$ cat src/rtl/countdown_if.sv
// Handshake bundle for countdown_timer: control inputs plus count/status outputs.
interface countdown_if;
   logic       load;
   logic [3:0] load_val;
   logic       start;
   logic       stop;
   logic [3:0] q;
   logic       busy;
   logic       tick;
   logic       done;

   modport master (output load, load_val, start, stop, input q, busy, tick, done);
   modport slave  (input load, load_val, start, stop, output q, busy, tick, done);
endinterface

$ cat src/rtl/countdown_timer.sv
// Prescaled 4-bit countdown timer with one-cycle done pulse.
// Optional COUNTDOWN_AUTO_RELOAD_EN: on expiry, reload the last loaded value and keep running.
module countdown_timer #(
   parameter int PRESCALE_W = 4
) (
   input  logic        clk,
   input  logic        rst,
   countdown_if.slave  bus
);
   typedef enum logic {IDLE, RUN} state_t;

   state_t                state;
   logic [PRESCALE_W-1:0] pre;
   logic [3:0]            q;
   logic                  done;
`ifdef COUNTDOWN_AUTO_RELOAD_EN
   logic [3:0]            reload;
`endif

   assign bus.q    = q;
   assign bus.done = done;
   assign bus.busy = (state == RUN);
   assign bus.tick = (state == RUN) && (&pre);

   // load > stop > start; a pending stop also masks start while idle
   always_ff @(posedge clk or posedge rst) begin
      if (rst) begin
         state  <= IDLE;
         pre    <= '0;
         q      <= '0;
         done   <= 1'b0;
`ifdef COUNTDOWN_AUTO_RELOAD_EN
         reload <= '0;
`endif
      end else begin
         done <= 1'b0;
         if (bus.load) begin
            q      <= bus.load_val;
            state  <= IDLE;
            pre    <= '0;
`ifdef COUNTDOWN_AUTO_RELOAD_EN
            reload <= bus.load_val;
`endif
         end else if (bus.stop) begin
            state <= IDLE;
         end else if (state == IDLE) begin
            if (bus.start) begin
               if (q != 4'd0) begin
                  state <= RUN;
                  pre   <= '0;
               end else begin
                  done <= 1'b1;
               end
            end
         end else begin
            pre <= pre + 1'b1;
            if (&pre) begin
               if (q > 4'd1) begin
                  q <= q - 4'd1;
               end else begin
                  done <= 1'b1;
`ifdef COUNTDOWN_AUTO_RELOAD_EN
                  if (reload != 4'd0) begin
                     q <= reload;
                  end else begin
                     q     <= 4'd0;
                     state <= IDLE;
                  end
`else
                  q     <= 4'd0;
                  state <= IDLE;
`endif
               end
            end
         end
      end
   end
endmodule

$ cat src/flat_wrapper.sv
// flat-port wrapper written by rule: the top's interface ports become plain ports
module countdown_timer_flat 
#(
   parameter int PRESCALE_W = 4
)
  (clk, rst, bus_load, bus_load_val, bus_start, bus_stop, bus_q, bus_busy, bus_tick, bus_done);
  countdown_if bus_i ();
  input  logic clk;
  input  logic rst;
  input wire logic [$bits(bus_i.load)-1:0] bus_load;
  input wire logic [$bits(bus_i.load_val)-1:0] bus_load_val;
  input wire logic [$bits(bus_i.start)-1:0] bus_start;
  input wire logic [$bits(bus_i.stop)-1:0] bus_stop;
  output wire logic [$bits(bus_i.q)-1:0] bus_q;
  output wire logic [$bits(bus_i.busy)-1:0] bus_busy;
  output wire logic [$bits(bus_i.tick)-1:0] bus_tick;
  output wire logic [$bits(bus_i.done)-1:0] bus_done;
  assign bus_i.load = bus_load;
  assign bus_i.load_val = bus_load_val;
  assign bus_i.start = bus_start;
  assign bus_i.stop = bus_stop;
  assign bus_q = bus_i.q;
  assign bus_busy = bus_i.busy;
  assign bus_tick = bus_i.tick;
  assign bus_done = bus_i.done;
  countdown_timer #(.PRESCALE_W(PRESCALE_W)) u_core (.clk(clk), .rst(rst), .bus(bus_i));
endmodule
$ cat config.mk
export PLATFORM = sky130hd
export DESIGN_NAME = countdown_timer_flat
export DESIGN_NICKNAME = d
export VERILOG_FILES = /design/src/rtl/countdown_if.sv /design/src/rtl/countdown_timer.sv /design/src/flat_wrapper.sv
export SDC_FILE = /design/constraint.sdc
export NUM_CORES = 1
export LEC_CHECK = 0
export CORE_MARGIN = 4
export CORE_UTILIZATION = 45
export DETAILED_ROUTE_END_ITERATION = 10
export HOLD_SLACK_MARGIN = 0.08
export PLACE_DENSITY = 0.85
export SYNTH_ARGS = -nofsm -noshare
export SYNTH_HDL_FRONTEND = slang
export SYNTH_SLANG_ARGS = --single-unit
$ cat constraint.sdc
create_clock -name clk -period 2.1 [get_ports clk]
set_clock_uncertainty 0.2 [all_clocks]
set_input_delay 0.42 -clock clk [delete_from_list [all_inputs] [get_ports clk]]
set_output_delay 0.42 -clock clk [all_outputs]
set_load 0.05 [all_outputs]
==> impl_metrics.ini <==
[placement]
place.gp.congestion = 0.762
placed_area_um2 = 847
dp_cells = 98
pre_cts_ws_ns = 0.0167
dp_hpwl_mm = 1.13
portBuffers = 15

[pwr]
power.density_nw_per_um2 = 527
ir_worst_vdd_uv = 381
power_leakage_uw = 0.000383

[critical_path]
cp_cell_sequence = inv_1 -> ha_1 -> or2_2 -> a2111oi_1 -> o31a_1
r2r_slack_ns = 0.09
critPathTopFamily = compound AO/OA/AOI/OAI gates
cp-start-kind = register
reg2reg_from = u_core.bus.q[0]
slowest_delay_ns = 0.48
crit_arrival_ns = 2.01
r2r_cells = 5
cp.required_ns = 2.10
critPathCaptureType = register
crit_path_max_fanout = 6
critPathKind = reg2reg
path_buf_inv = 1
critPathSlowestCell = a2111oi_1
worstReg2RegEnd = u_core.bus.q[0]

[detailed_routing]
via_count = 621
drt-pass1-iter-count = 4
postRouteAntennaNets = 0
wl_mm = 1.51
viasPerCell = 6.09
drc = 0
wl_per_cell_um = 14.8
first_iter_violations = 14

[yosys]
avgSynthCellArea_um2 = 9.90
synthDistinctLibCells = 29
synth_seq_cells = 10
async_reset_ff_share_pct = 100
syn_area_um2 = 663
ys_seq_area_share_pct = 37.7
synth_edf_count = 0
ys.flop_type = dfrtp_1
synth_nets = 79
yosysWarningCount = 0
postSynthCellCount = 67

[outcome]
status = finished, final reports clean

[global_routing]
track_usage_pct = 15.6
grt_max_degree = 13
grt_pass1_vias = 584
antenna_found_initial = 0
grt_pass1_wl_mm = 2.35
grt_overflow = 0

[sta]
worst_slack_ns = 0.0919
max_slew_margin_pct = 67.4
maxSlewViolCount = 0
hold_slack_ns = 0.231
period_needed_ns = 2.01
setup_violations = 0
max_clock_freq_ghz = 0.498
rsz0062_at_grt = false
fin_crit_sh_pct = 95.6
hold_viol = 0
fin_setup_tns_ns = 0
tightest_slew_ns = 0.488

[job]
cap_violations = 0

[clock_network]
clock_path_buffers = 2
cts_sinks = 10
post-cts-setup-buffers = 0
clk_latency_ns = 0.26
ctsHtreeMaxLevel = 1
cts_tree = built
cts_buffers = 3
root_buffer = clkbuf_4
clkTransAtPathRegs_ns = 0.06

[cells_and_area]
drive_above_1_share_pct = 26.4
fin_nets = 100
instances_no_fill = 102
fillers = 115
diodes = 0
fin_area_um2 = 887
syn2layout_area_growth_pct = 33.8

[min_path]
hold_path.class = in2async

[die]
die_height_um = 46.4
die_width_um = 46.4
core_um2 = 1350
rows = 13
ios = 16
start_util_pct = 49.1
die_area_um2 = 2150
worst register-to-register path: stages, from the launching register on:
cell	delay (ns)
dfrtp_2	0.42
inv_1	0.08
ha_1	0.24
or2_2	0.36
a2111oi_1	0.48
o31a_1	0.17
power breakdown:
part / total [µW] / internal [µW] / switching [µW]
logic: 115 / 48.6 / 66.7
registers: 218 / 202 / 15.9
clock network: 134 / 73.3 / 61.0
total: 467 / 324 / 144
cell usage in the layout (no fill, tap or decap), drive strengths merged:
master | synthesis | layout
dfrtp | 10 | 10
clkdlybuf4s50 | 0 | 9
buf | 0 | 9
inv | 5 | 5
o21ai | 4 | 4
nor2 | 4 | 4
o21a | 4 | 4
clkbuf | 2 | 4
a21oi | 3 | 3
nor2b | 3 | 3
nor3b | 3 | 3
nand2b | 3 | 3
o31a | 3 | 3
a2111oi | 3 | 3
ha | 3 | 3
or3b | 2 | 2
and3 | 2 | 2
nor4b | 1 | 1
o21bai | 1 | 1
a32oi | 1 | 1
a31oi | 1 | 1
o221a | 1 | 1
nand3b | 1 | 1
nand4 | 1 | 1
or2 | 1 | 1
nor4 | 1 | 1
nand4b | 1 | 1
nand2 | 1 | 1
o311ai | 1 | 1
or4 | 1 | 1
routing by layer:
metal	share of wire (%)	wire, µm	global-route usage (%)
met5	0	0	0
met4	1.5	22	9.66
met3	8.3	125	5.86
met2	52	789	26.9
met1	38	574	15.6
registers in the layout (all words and copies together), names as in the netlist:
| name | flops |
|---|---|
| u_core.bus.busy | 1 |
| u_core.bus.done | 1 |
| u_core.bus.q | 4 |
| u_core.pre | 4 |
Yosys cell counts (all sizes together), types with 2 or more instances:
| cell | instances | area, µm² |
|---|---|---|
| dfrtp | 10 | 250 |
| inv | 5 | 18.8 |
| nor2 | 4 | 15.0 |
| o21a | 4 | 30.0 |
| o21ai | 4 | 20.0 |
| a2111oi | 3 | 45.1 |
| a21oi | 3 | 15.0 |
| ha | 3 | 37.5 |
| nand2b | 3 | 18.8 |
| nor2b | 3 | 18.8 |
| nor3b | 3 | 22.5 |
| o31a | 3 | 26.3 |
| and3 | 2 | 12.5 |
| clkbuf | 2 | 7.51 |
| or3b | 2 | 17.5 |
cells by family (layout without fill, tap and decap cells):
family	after synthesis	count (layout)	synth area share [%]
AOI/OAI and AO/OA	22	22	27.0
adders and majority gates	3	3	5.66
buffers and inverters	7	27	3.96
DFF	10	10	37.7
and+or+nand+nor	25	25	25.7
layout make-up:
type / count / area (µm²) / area share (%)
sequential: 10 / 253 / 28.5
clock buffer: 4 / 26.3 / 2.96
multi-input combinational: 50 / 400 / 45.1
tap: 15 / 18.8 / 2.12
inverter: 5 / 18.8 / 2.12
timing repair buffer: 18 / 170 / 19.2
timing repair:
item                                    in CTS  in global routing
endpoints found under the setup margin       1                  3
hold endpoints to repair                     0                  0
hold buffers                                 0                  0
pin swaps                                    0                  0
gates resized for setup                      1                  4
gates cloned                                 0                  0
stage by stage:
stage	total power (µW)	util [%]
after CTS	472	64.7
after global placement	332	62.7
after floorplan	290	-
after global routing	490	65.7
after detailed placement	335	62.7
final	467	65.7
worst max path at each step:
| stage | from | to | slack (ns) | cells after the start |
|---|---|---|---|---|
| 6_report | u_core.bus.q[0] | u_core.bus.q[0] | 0.09 | 5 |
| 5_1_grt | u_core.pre[0] | bus_tick | 0.01 | 4 |
| 4_1_cts | u_core.pre[0] | bus_tick | 0.01 | 4 |
| 3_5_place_dp | bus_stop | u_core.bus.q[3] | 0.02 | 4 |
| 3_3_place_gp | bus_stop | u_core.bus.q[3] | 0.07 | 4 |
| 2_1_floorplan | u_core.bus.busy | u_core.bus.busy | 0.06 | 4 |
(Power assumes the default switching activity.)
